--- config.mk ---
export PLATFORM = sky130hd
export DESIGN_NAME = riscv_instr_mem_arbiter
export DESIGN_NICKNAME = d
export VERILOG_FILES = /design/src/rtl/riscv_instr_mem_arbiter.sv
export SDC_FILE = /design/constraint.sdc
export NUM_CORES = 1
export LEC_CHECK = 0
export BUFFER_PORTS_ARGS = -buffer_cell sky130_fd_sc_hd__buf_2
export CAP_MARGIN = 20
export CORE_AREA = 2 2 79 81
export CTS_BUF_LIST = sky130_fd_sc_hd__clkbuf_8
export DETAILED_ROUTE_END_ITERATION = 10
export DIE_AREA = 0 0 81 83
export HOLD_SLACK_MARGIN = 0.02
export PLACE_DENSITY = 0.76
export SETUP_SLACK_MARGIN = 0.1
export SLEW_MARGIN = 20
export SYNTH_ARGS = -nofsm -noshare
export SYNTH_HDL_FRONTEND = slang
export SYNTH_SLANG_ARGS = --single-unit
--- constraint.sdc ---
create_clock -name clk -period 1.8 [get_ports clk]
set_input_delay 0.27 -clock clk [delete_from_list [all_inputs] [get_ports clk]]
set_output_delay 0.27 -clock clk [all_outputs]
set_load 0.01 [all_outputs]
--- src/rtl/riscv_instr_mem_arbiter.sv ---
// Two-master instruction-memory arbiter (m0 = core fetch, m1 = debug/loader) with lock-on-stall and in-order response routing.
// Define INSTR_ARB_ROUND_ROBIN_EN for round-robin selection; fixed m0 priority otherwise.
module riscv_instr_mem_arbiter #(
  parameter int ADDR_WIDTH      = 32,
  parameter int DATA_WIDTH      = 32,
  parameter int MAX_OUTSTANDING = 2
) (
  input  logic                  clk,
  input  logic                  rst,
  input  logic                  m0_req_i,
  input  logic [ADDR_WIDTH-1:0] m0_addr_i,
  output logic                  m0_gnt_o,
  output logic                  m0_rvalid_o,
  output logic [DATA_WIDTH-1:0] m0_rdata_o,
  input  logic                  m1_req_i,
  input  logic [ADDR_WIDTH-1:0] m1_addr_i,
  output logic                  m1_gnt_o,
  output logic                  m1_rvalid_o,
  output logic [DATA_WIDTH-1:0] m1_rdata_o,
  output logic                  instr_req_o,
  output logic [ADDR_WIDTH-1:0] instr_addr_o,
  input  logic                  instr_gnt_i,
  input  logic                  instr_rvalid_i,
  input  logic [DATA_WIDTH-1:0] instr_rdata_i,
  output logic                  busy_o,
  output logic                  err_o
);

  typedef enum logic {M0 = 1'b0, M1 = 1'b1} master_e;

  localparam int            CW      = $clog2(MAX_OUTSTANDING + 1);
  localparam logic [CW-1:0] MAX_CNT = CW'(MAX_OUTSTANDING);

  logic [CW-1:0] count_q, count_d;
  logic          lock_q, lock_d;
  master_e       lock_id_q, lock_id_d;
  logic          err_q, err_d;
  master_e       sel_id;
  master_e       head_id;
  logic          push;
  logic          pop;

`ifdef INSTR_ARB_ROUND_ROBIN_EN
  master_e ptr_q, ptr_d;
`endif

  // A stalled request keeps its master selected until the memory grants it.
  always_comb begin
    sel_id = M0;
    if (lock_q) begin
      sel_id = lock_id_q;
`ifdef INSTR_ARB_ROUND_ROBIN_EN
    end else if (m0_req_i && m1_req_i) begin
      sel_id = ptr_q;
    end else if (m1_req_i) begin
      sel_id = M1;
`else
    end else if (!m0_req_i && m1_req_i) begin
      sel_id = M1;
`endif
    end
  end

  assign instr_req_o  = !rst && (m0_req_i || m1_req_i) && (count_q < MAX_CNT);
  assign instr_addr_o = (sel_id == M1) ? m1_addr_i : m0_addr_i;
  assign push         = instr_req_o && instr_gnt_i;
  assign pop          = !rst && instr_rvalid_i && (count_q != '0);

  assign m0_gnt_o     = push && (sel_id == M0);
  assign m1_gnt_o     = push && (sel_id == M1);
  assign m0_rvalid_o  = pop && (head_id == M0);
  assign m1_rvalid_o  = pop && (head_id == M1);
  assign m0_rdata_o   = rst ? '0 : instr_rdata_i;
  assign m1_rdata_o   = rst ? '0 : instr_rdata_i;
  assign busy_o       = (count_q != '0) || m0_req_i || m1_req_i;
  assign err_o        = err_q;

  always_comb begin
    count_d   = count_q;
    lock_d    = lock_q;
    lock_id_d = lock_id_q;
    err_d     = err_q;
    if (push && !pop) begin
      count_d = count_q + CW'(1);
    end else if (!push && pop) begin
      count_d = count_q - CW'(1);
    end
    if (push) begin
      lock_d = 1'b0;
    end else if (instr_req_o) begin
      lock_d    = 1'b1;
      lock_id_d = sel_id;
    end
    if (instr_rvalid_i && (count_q == '0)) begin
      err_d = 1'b1;
    end
  end

`ifdef INSTR_ARB_ROUND_ROBIN_EN
  always_comb begin
    ptr_d = ptr_q;
    if (push) begin
      ptr_d = (sel_id == M0) ? M1 : M0;
    end
  end

  always_ff @(posedge clk) begin
    if (rst) begin
      ptr_q <= M0;
    end else begin
      ptr_q <= ptr_d;
    end
  end
`endif

  // NOTE: sequential state uses non-blocking assignments so every flop samples pre-edge values.
  always_ff @(posedge clk) begin
    if (rst) begin
      count_q   <= '0;
      lock_q    <= 1'b0;
      lock_id_q <= M0;
      err_q     <= 1'b0;
    end else begin
      count_q   <= count_d;
      lock_q    <= lock_d;
      lock_id_q <= lock_id_d;
      err_q     <= err_d;
    end
  end

  if (MAX_OUTSTANDING == 1) begin : g_single
    master_e id_q;

    // NOTE: ID storage is not reset; count_q alone decides whether an entry is valid.
    always_ff @(posedge clk) begin
      if (push) begin
        id_q <= sel_id;
      end
    end

    assign head_id = id_q;
  end else begin : g_fifo
    localparam int PW = $clog2(MAX_OUTSTANDING);

    master_e       id_mem_q [MAX_OUTSTANDING];
    logic [PW-1:0] wr_ptr_q, wr_ptr_d;
    logic [PW-1:0] rd_ptr_q, rd_ptr_d;

    // Depth is a power of two, so pointers wrap by natural overflow.
    always_comb begin
      wr_ptr_d = wr_ptr_q + PW'(push);
      rd_ptr_d = rd_ptr_q + PW'(pop);
    end

    always_ff @(posedge clk) begin
      if (rst) begin
        wr_ptr_q <= '0;
        rd_ptr_q <= '0;
      end else begin
        wr_ptr_q <= wr_ptr_d;
        rd_ptr_q <= rd_ptr_d;
      end
    end

    always_ff @(posedge clk) begin
      if (push) begin
        id_mem_q[wr_ptr_q] <= sel_id;
      end
    end

    assign head_id = id_mem_q[rd_ptr_q];
  end

endmodule

Yosys cells after proc, flatten, opt, wreduce, memory -nomap -nowiden. Memory sizes are Yosys's and may differ from the RTL's. A register that Yosys moved wholly into a read port is not among the register bits. Index checks and enable logic that the tools add are counted.

Bits in writable memories: 2. Logic and storage cells: 49. Flip-flop bits (word level): 7. Memories kept: 1.

Muxes and demuxes: 9. $lt $le $gt $ge: 1. Bitwise operators: 3. Reductions and logical operators: 25. $add $sub $neg: 4.

Memories: g_fifo.id_mem_q (words 2, width 1, rd ports 1, clocked after memory_dff 1, wr ports 1, RTL line 145) `master_e id_mem_q [MAX_OUTSTANDING];`.

Operators by type and width (number): 32-bit two-way mux (2); 1-bit logical AND (13); 1-bit two-way mux (5); 1-bit logical NOT (4); 2-bit two-way mux (2); 2-bit nonzero test (2); 1-bit logical OR (3); 1-bit NOT (3); 1-bit adder (2); 2-bit by 1-bit adder with 2-bit output (second input constant) (1); 2-bit logical NOT (1); 2-bit less-than comparator (second input constant) (1); 2-bit AND reduction (1); 2-bit OR reduction (1); 2-bit by 1-bit subtractor with 2-bit output (second input constant) (1).

Logic depth before layout (Yosys ltp). Gate-level depths: netlist of the first run.

Word-level depth: 8. Mapped depth: 6. Gate-level depth less buffers: 6.

Worst setup path before layout of the first run. OpenSTA, ideal clock, no wires.

Kind: input to register. Start: in m1_req_i. End: reg count_q[1]. Buffers on the path: 0. Arrival: 1.572 ns. Data required time: 1.730 ns. Library setup time: 0.070 ns. Stages: 5. Path slack: 0.158 ns. Cells stage by stage: or2_2 -> and3_1 -> ha_1 -> or3_1 -> a21oi_1.

Cells in the longest elaborated chain, start to end: 7. Elaborated cells on any way between the ends: 9. Those cells by class: mux (1); reduce/logical (8).

Ends and longest elaborated chain: start, declared (RTL line 15) `input logic m1_req_i,`; 1-bit logical OR * (RTL line 64) `assign instr_req_o = !rst && (m0_req_i || m1_req_i) && (count_q < MAX_CNT);`; 1-bit logical AND * (2 in a row) (RTL line 64); 1-bit logical AND * (RTL line 66) `assign push = instr_req_o && instr_gnt_i;`; 1-bit logical NOT (RTL line 85) `end else if (!push && pop) begin`; 1-bit logical AND (RTL line 85); 2-bit nonzero test (no source line); end signal, assigned (RTL line 124) `count_q <= count_d;`; end, declared (RTL line 34) `logic [CW-1:0] count_q, count_d;`.

Mark *: on every way between the ends. The rest lies on a longest branch, timed or not. A chain may end at the register's enable or synchronous reset.

Worst setup path after layout of the first run.
Start: reg lock_q. End: out instr_addr_o[30].

Cells in the longest elaborated chain, start to end: 2.

Ends and longest elaborated chain: start, declared (RTL line 35) `logic lock_q, lock_d;`; start signal, assigned (RTL line 125) `lock_q <= lock_d;`; 1-bit two-way mux (RTL line 50) `if (lock_q) begin`; 32-bit two-way mux (RTL line 65) `assign instr_addr_o = (sel_id == M1) ? m1_addr_i : m0_addr_i;`; end, declared (RTL line 21) `output logic [ADDR_WIDTH-1:0] instr_addr_o,`.

Every way passes these cells.

==> flow_metrics.env, run 1 <==
export IMPL_run_status="finished, violations left"
export IMPL_violations="negative setup slack"
export IMPL_clk_pin_slew_ps=50
export IMPL_internal_power_uw=864
export IMPL_tritoncts="built"
export IMPL_ys_flop_type="dfxtp_1"
export IMPL_worstPathRequired_ps=1530
export IMPL_comb_power_share_pct=62.2
export IMPL_io_buffer_count=204
export IMPL_synth_commonest_cells="nor2b_1, buf_4, mux2_4"
export IMPL_start_util_pct=23.9
export IMPL_design_area_um2=2690
export IMPL_ys_seq_elements=9
export IMPL_avgSynthCellArea_um2=9.33
export IMPL_seqPwrFrac_pct=19.9
export IMPL_dp_hpwl_um=3960
export IMPL_p_clk_share_pct=17.9
export IMPL_cp_arrival_ps=1600
export IMPL_slew_headroom_pct=74.8
export IMPL_fp_dieH_um=83
export IMPL_cp_end_kind="output pin"
export IMPL_antenna_cells=0
export IMPL_post_synth_top_count_cell="nor2b_1"
export IMPL_worstSkewPairLatency_ps=230
export IMPL_dieWidth_um=81
export IMPL_grt_pass1_wl_um=7160
export IMPL_drt_first_pass_iters=4
export IMPL_die_area_um2=6720
export IMPL_first_global_vias=1577
export IMPL_min_period_ps=1870
export IMPL_drc=0
export IMPL_rows=28
export IMPL_ios=205
export IMPL_syn_area_um2=1390
export IMPL_antenna_found_initial=0
export IMPL_fmaxAchievable_mhz=535
export IMPL_ys_types=27
export IMPL_syn_to_final_growth_pct=93.2
export IMPL_synth_net_count=254
export IMPL_htree_levels=1
export IMPL_ys_warn_count=0
export IMPL_placed_area_um2=2280
export IMPL_cts_made_buffers=3
export IMPL_finalWorstSetupSlack_ps=-69.9
export IMPL_fillers=578
export IMPL_wl_met1_um=1900
export IMPL_drv_slew=0
export IMPL_critical_path_class="register to output pin"
export IMPL_drive_gt1_share_pct=79.2
export IMPL_synth_edf_count=2
export IMPL_ant_nets=0
export IMPL_cp_max_fo=7
export IMPL_core_um2=5820
export IMPL_synth_top_cell_by_area="mux2_4"
export IMPL_tightest_slew_ps=376
export IMPL_met2_wirelength_um=2690
export IMPL_top_layer="met4"
export IMPL_yosysTopAreaCellShare_pct=30.2
export IMPL_track_usage_pct=13.3
export IMPL_rsz0062_at_grt="true"
export IMPL_cts_root_buf="clkbuf_8"
export IMPL_yosysSeqAreaShare_pct=14.4
export IMPL_crit_path_start_kind="register"
export IMPL_power_density_nw_per_um2=485
export IMPL_swShare_pct=33.7
export IMPL_multi_input_area_um2=923
export IMPL_regArea_um2=206
export IMPL_pre_cts_slack_ps=55.7
export IMPL_min_path_type="input pin to register"
export IMPL_cap_violations=0
export IMPL_drtIter0Drc=63
export IMPL_hold_worst_slack_ps=300
export IMPL_grt_ovfl_total=0
export IMPL_syn_inst=149
export IMPL_vias=1697
export IMPL_async_flop_share_pct=0
export IMPL_min_period_over_period_pct=104
export IMPL_wl_um=5150
export IMPL_final_hold_violation_count=0
export IMPL_finalSetupViolCount=33
export IMPL_skew_ps=0.477
export IMPL_cts_buffer_depth=2
export IMPL_ir_drop_mv=0.257
export IMPL_regToRegSetupSlack_ps=210
export IMPL_leakage_nw=1.54
export IMPL_num_nets_final=438
export IMPL_drt_wirelength_per_cell_um=12.7
export IMPL_clock_sinks=9
export IMPL_routabilityCongestion=0.753
export IMPL_via_per_inst=4.17
export IMPL_switchingPower_uw=439
export IMPL_grt_max_degree=32
export IMPL_wl_met3_um=538
export IMPL_ys_top_cells_by_area="mux2_4, buf_4, nor2b_1"
-- sequential cells by signal, summed over array words and instances, names as in the netlist --
register,cells
g_fifo.id_mem_q,2
g_fifo.rd_ptr_q,1
g_fifo.wr_ptr_q,1
err_o,1
lock_id_q,1
lock_q,1
count_q,2
-- final timing paths --
check | from | to | depth (start not counted)
max | lock_q | instr_addr_o[30] | 6
min | instr_rvalid_i | err_o | 3
max reg2reg | count_q[1] | count_q[1] | 6
min reg2reg | err_o | err_o | 2
-- critical path, cell delays in order (launching register included) --
cell	delay, ps
dfxtp_2	330
buf_6	120
a21oi_4	160
clkinv_4	140
clkbuf_16	200
mux2_4	300
buf_6	120
-- timing repair --
action,in CTS,in global routing
gates cloned,2,1
pin swaps,0,1
setup buffers,2,2
gates resized for setup,39,11
setup endpoints to repair,36,37
hold buffers,0,0
-- metal layers --
metal / GRT usage [%] / up-vias
met4: 0.770 / 0
li1: - / 835
met2: 25.8 / 111
met1: 14.7 / 749
met5: 0 / -
met3: 3.48 / 2
-- final cells by class --
| cell class | instances | area share, % |
|---|---|---|
| multi-input combinational | 98 | 34.4 |
| tap | 75 | 3.49 |
| inverter | 3 | 0.606 |
| sequential | 9 | 7.69 |
| clock inverter | 1 | 0.140 |
| timing repair buffer | 218 | 52.1 |
| clock buffer | 3 | 1.54 |
-- per-stage QoR --
stage / setup TNS (ps) / power (mW) / instances / utilization, %
after CTS: -1490 / 1.28 / 404 / 44.7
after global placement: 0 / 0.894 / 396 / 39.2
after global routing: -3500 / 1.39 / 407 / 46.2
after detailed placement: 0 / 0.907 / 396 / 39.2
final: -1820 / 1.30 / 407 / 46.2
after floorplan: 0 / 0.663 / 149 / -
-- placed cells by master (no fill, tap or decap), drive strengths merged, types with 3 or more instances in the layout --
| master | count |
|---|---|
| ha | 3 |
| inv | 3 |
| buf | 217 |
| nor2 | 8 |
| a21oi | 4 |
| mux2 | 32 |
| clkbuf | 4 |
| nor2b | 33 |
| xor2 | 3 |
| dfxtp | 7 |
-- power groups by stage --
stage / Sequential [mW] / Clock, mW / Combinational, mW
5_1_grt: 0.262 / 0.253 / 0.870
3_3_place_gp: 0.256 / 0 / 0.638
4_1_cts: 0.257 / 0.238 / 0.780
6_report: 0.260 / 0.233 / 0.810
2_1_floorplan: 0.254 / 0 / 0.408
3_5_place_dp: 0.258 / 0 / 0.650
-- logic make-up (layout without fill, tap and decap cells) --
family	count (synthesis)	in the layout	synth area share, %
fa+ha+maj	3	3	2.70
flops	9	9	14.4
mux	33	33	34.2
compound gates	8	8	3.51
xor+xnor	3	3	1.89
buf+inv	42	225	21.7
simple gates	51	51	21.6
Note: power is estimated with default switching activity, not from simulation.
==> run 2, diff against run 1 <==
ABC_AREA = 1   (was default)
==> flow_metrics.env, run 2 <==
export IMPL_run_status="finished clean"
export IMPL_clock_sinks=9
export IMPL_cp_arrival_ps=1330
export IMPL_cts_root_buf="clkbuf_8"
export IMPL_synth_commonest_cells="nand2_1, nor2_1, inv_1"
export IMPL_rows=28
export IMPL_grt_pass1_wl_um=7670
export IMPL_dieWidth_um=81
export IMPL_internal_power_uw=659
export IMPL_worstPathRequired_ps=1530
export IMPL_leakage_nw=1.70
export IMPL_drive_gt1_share_pct=48.9
export IMPL_min_period_over_period_pct=89.2
export IMPL_yosysTopAreaCellShare_pct=29.9
export IMPL_worstSkewPairLatency_ps=230
export IMPL_drv_slew=0
export IMPL_min_period_ps=1600
export IMPL_ios=205
export IMPL_dp_cells=510
export IMPL_die_area_um2=6720
export IMPL_syn_area_um2=1390
export IMPL_synth_edf_count=2
export IMPL_cts_hold_buf=0
export IMPL_synth_net_count=376
export IMPL_fp_dieH_um=83
export IMPL_cts_buffer_depth=2
export IMPL_final_cell_mix="buf_2, nand2_1, nor2_1"
export IMPL_drt_wirelength_per_cell_um=10.6
export IMPL_avgSynthCellArea_um2=5.13
export IMPL_track_usage_pct=14.3
export IMPL_fin_setup_tns_ps=0
export IMPL_crit_cells=7
export IMPL_r2r_start="count_q[1]"
export IMPL_rsz0062_at_grt="true"
export IMPL_finalSetupViolCount=0
export IMPL_clk_pin_slew_ps=50
export IMPL_cpMaxStageDelayCell="dfxtp_2"
export IMPL_fmaxAchievable_mhz=623
export IMPL_final_hold_violation_count=0
export IMPL_num_nets_final=548
export IMPL_dp_hpwl_um=4610
export IMPL_drt_first_pass_iters=4
export IMPL_crit_start="lock_q"
export IMPL_syn_to_final_growth_pct=67.4
export IMPL_post_synth_top_count_cell="nand2_1"
export IMPL_grt_max_degree=35
export IMPL_ys_types=16
export IMPL_path_buf_inv=2
export IMPL_crit_path_frequent_cell="nand2_1"
export IMPL_core_um2=5820
export IMPL_cap_violations=0
export IMPL_critPathTopFamily="simple AND/OR/NAND/NOR gates"
export IMPL_synth_top_cell_by_area="nand2_1"
export IMPL_async_flop_share_pct=0
export IMPL_ir_drop_mv=0.233
export IMPL_tritoncts="built"
export IMPL_cts_made_buffers=3
export IMPL_critical_path_class="register to output pin"
export IMPL_slew_headroom_pct=79.3
export IMPL_ys_top_cells_by_area="nand2_1, buf_4, nor2_1"
export IMPL_drc=0
export IMPL_comb_power_share_pct=56.9
export IMPL_min_path_type="input pin to register"
export IMPL_p_clk_share_pct=21.2
export IMPL_largestRegisters="count_q x2, g_fifo.id_mem_q x2"
export IMPL_vias=2052
export IMPL_crit_path_start_kind="register"
export IMPL_grt_ovfl_total=0
export IMPL_first_global_vias=1785
export IMPL_r2r_cells=8
export IMPL_max_stage_delay_ps=320
export IMPL_yosysSeqAreaShare_pct=14.4
export IMPL_cp_end_kind="output pin"
export IMPL_final_common_cell="buf_2"
export IMPL_start_util_pct=23.9
export IMPL_ys_flop_type="dfxtp_1"
export IMPL_r2r_end="count_q[1]"
export IMPL_power_density_nw_per_um2=473
export IMPL_switchingPower_uw=443
export IMPL_antenna_found_initial=1
export IMPL_crit_chain="nor2_1, nand2_1, nand2_4, buf_12, nand2_1, nand2_1, buf_2"
export IMPL_tightest_slew_ps=310
export IMPL_crit_end="instr_addr_o[22]"
export IMPL_swShare_pct=40.2
export IMPL_cp_max_fo=8
export IMPL_power_mw=1.10
export IMPL_wl_um=5460
export IMPL_min_delay_start="instr_rvalid_i"
export IMPL_ys_seq_elements=9
export IMPL_stdcell_count=517
export IMPL_skew_ps=2.65
export IMPL_htree_levels=1
export IMPL_ys_warn_count=0
export IMPL_antenna_cells=0
export IMPL_routabilityCongestion=0.762
export IMPL_seqPwrFrac_pct=21.8
export IMPL_regToRegSetupSlack_ps=320
export IMPL_syn_inst=271
export IMPL_io_buffer_count=204
export IMPL_via_per_inst=3.97
export IMPL_drtIter0Drc=56
export IMPL_ant_nets=0
run 2: cell families after synthesis:
group	count (synthesis)	synth area share, %
AND/OR/NAND/NOR	167	46.1
buffers and inverters	88	35.3
flip-flops	9	14.4
AO/OA/AOI/OAI	4	1.44
adder cells (fa/ha/maj)	3	2.70
run 2: routing by layer:
metal / vias up / GRT usage (%) / share of wire [%]
li1: 1086 / - / -
met5: - / 0 / 0.29
met4: 2 / 3.70 / 0.60
met3: 6 / 2.61 / 11
met2: 132 / 29.4 / 53
met1: 826 / 13.7 / 35
run 2: power by group through the flow:
stage	logic (mW)	registers (mW)	clock network (mW)
detailed placement	0.607	0.243	0
floorplan	0.365	0.242	0
global placement	0.598	0.243	0
finish	0.627	0.241	0.234
CTS	0.612	0.240	0.238
global route	0.704	0.244	0.250
run 2: timing repair:
| action | in CTS | in global routing |
|---|---|---|
| resized for setup | 1 | 3 |
| setup buffers | 1 | 0 |
| pin swaps | 1 | 3 |
| cloned | 0 | 2 |
| setup endpoints to repair | 5 | 11 |
run 2: stage by stage:
step / setup WS, ps / cell area [um^2] / hold slack, ps / utilization (%)
after global placement: 272 / 2220 / 451 / 38.1
after CTS: 133 / 2270 / 277 / 39.1
after global routing: 95.4 / 2330 / 287 / 40.0
after detailed placement: 233 / 2220 / 455 / 38.1
final: 195 / 2330 / 277 / 40.0
after floorplan: 410 / 1390 / 415 / -
run 2: cell type report:
class | count | area, um^2
clock buffer | 3 | 41.3
clock inverter | 1 | 3.75
fill | 641 | 3490
inverter | 46 | 180
multi-input combinational | 174 | 702
sequential | 9 | 201
tap | 75 | 93.8
timing repair buffer | 209 | 1110
run 2: worst min path at each step:
stage	end	slack (ps)	cells past startpoint
6_report	err_o	280	3
5_1_grt	err_o	290	3
4_1_cts	err_o	280	3
3_5_place_dp	err_o	450	2
3_3_place_gp	err_o	450	2
2_1_floorplan	err_o	410	2
run 2: tightest hold or removal path, stage by stage:
cell and delay (ps):
buf_2 80, a21oi_1 50, nor2_1 70
==> run 3, diff against run 2 <==
CAP_MARGIN = default   (was 20)
CORE_AREA = 2 2 80 82   (was 2 2 79 81)
CTS_BUF_LIST = default   (was sky130_fd_sc_hd__clkbuf_8)
DIE_AREA = 0 0 82 84   (was 0 0 81 83)
PLACE_DENSITY = 0.75   (was 0.76)
==> flow_metrics.env, run 3 (synthesis results as in run 2) <==
export IMPL_pre_cts_slack_ps=281
export IMPL_dp_hpwl_um=4400
export IMPL_tightest_slew_ps=323
export IMPL_die_area_um2=6890
export IMPL_clk_pin_slew_ps=50
export IMPL_cts_root_buf="clkbuf_8"
export IMPL_rows=29
export IMPL_leakage_nw=1.78
export IMPL_min_path_type="input pin to register"
export IMPL_antenna_found_initial=0
export IMPL_ant_nets=0
export IMPL_fin_setup_tns_ps=0
export IMPL_grt_pass1_wl_um=7390
export IMPL_syn_to_final_growth_pct=82.2
export IMPL_antenna_cells=0
export IMPL_cts_buffer_depth=2
export IMPL_num_nets_final=558
export IMPL_cts_hold_buf=0
export IMPL_wl_um=5960
export IMPL_grt_ovfl_total=0
export IMPL_final_common_cell="buf_2"
export IMPL_drive_gt1_share_pct=53.5
export IMPL_drv_slew=0
export IMPL_cts_made_buffers=3
export IMPL_track_usage_pct=13.6
export IMPL_hold_worst_slack_ps=292
export IMPL_fillers=653
export IMPL_cap_violations=0
export IMPL_critical_path_class="register to output pin"
export IMPL_first_global_vias=1757
export IMPL_slew_headroom_pct=78.3
export IMPL_cp_arrival_ps=1380
export IMPL_routabilityCongestion=0.786
export IMPL_io_buffer_count=204
export IMPL_clock_sinks=9
export IMPL_finalWorstSetupSlack_ps=145
export IMPL_cp_end_kind="output pin"
export IMPL_start_util_pct=22.8
export IMPL_final_hold_violation_count=0
export IMPL_grt_max_degree=37
export IMPL_rsz0062_at_grt="true"
export IMPL_min_period_ps=1650
export IMPL_ir_drop_mv=0.181
export IMPL_run_status="finished clean"
export IMPL_drtIter0Drc=55
export IMPL_finalSetupViolCount=0
export IMPL_vias=2150
export IMPL_dieWidth_um=82
export IMPL_drc=0
export IMPL_largestRegisters="count_q x2, g_fifo.id_mem_q x2"
export IMPL_fp_dieH_um=84
export IMPL_via_per_inst=4.06
export IMPL_cp_max_fo=4
export IMPL_regArea_um2=204
export IMPL_min_period_over_period_pct=91.9
export IMPL_skew_ps=1.72
export IMPL_fmaxAchievable_mhz=604
export IMPL_crit_path_start_kind="register"
export IMPL_worstPathRequired_ps=1530
export IMPL_power_density_nw_per_um2=471
export IMPL_tritoncts="built"
export IMPL_drt_first_pass_iters=4
export IMPL_core_um2=6100
export IMPL_multi_input_area_um2=757
export IMPL_final_cell_mix="buf_2, nand2_1, nor2_1"
export IMPL_worstSkewPairLatency_ps=230
export IMPL_drt_wirelength_per_cell_um=11.3
export IMPL_regToRegSetupSlack_ps=340
export IMPL_htree_levels=1
export IMPL_ios=205
export IMPL_power_mw=1.19
-- run 3: changes by cell type in the layout (fill, tap and decap cells not counted), moves of 2 or more --
cell     change
nor2_1       -2
inv_6        +3
nand2_1     -14
buf_6        +2
buf_12       +3
nand2_2     +12
nand2_4      +2
-- run 3: area by class of cell --
| class | count | share of cell area (%) |
|---|---|---|
| tap | 77 | 3.80 |
| clock buffer | 4 | 1.78 |
| multi-input combinational | 174 | 29.9 |
| inverter | 46 | 7.31 |
| timing repair inverter | 3 | 1.04 |
| timing repair buffer | 216 | 48.2 |
| sequential | 9 | 8.05 |
-- run 3: final timing paths --
path / start / end / cells after the start
setup / recovery: lock_q / instr_addr_o[25] / 8
hold reg to reg: err_o / err_o / 2
setup reg to reg: count_q[1] / count_q[1] / 8
hold / removal: instr_rvalid_i / err_o / 3
-- run 3: per-stage QoR --
stage / instance area, um^2 / util, % / instances
finish: 2530 / 41.6 / 529
global route: 2530 / 41.6 / 529
CTS: 2270 / 37.3 / 517
detailed placement: 2230 / 36.5 / 513
global placement: 2230 / 36.5 / 513
floorplan: 1390 / - / 271
-- run 3: power by group --
group / total (mW) / switching [mW] / internal, mW
combinational: 0.712 / 0.382 / 0.330
sequential: 0.242 / 0.0144 / 0.227
clock: 0.239 / 0.0844 / 0.155
total: 1.19 / 0.481 / 0.713
-- run 3: timing repair --
item | in CTS | in global routing
resized for setup | 0 | 32
endpoints found under the setup margin | 0 | 34
buffers inserted | 0 | 5
hold endpoints to repair | 0 | 0
-- run 3: metal layers --
metal	vias to the layer above	global-route usage, %	routed length [um]
li1	1109	-	-
met1	907	13.7	2220
met2	127	27.6	3100
met3	7	1.73	573
met4	0	4.09	70
met5	-	0	0
-- run 3: critical path, cell delays in order, from the launching register on --
cell and delay (ps):
dfxtp_4 350, nor2_4 70, nand2_2 70, nand2_4 130, clkbuf_16 170, clkbuf_16 140, nand2_2 40, nand2_1 50
buf_2 130
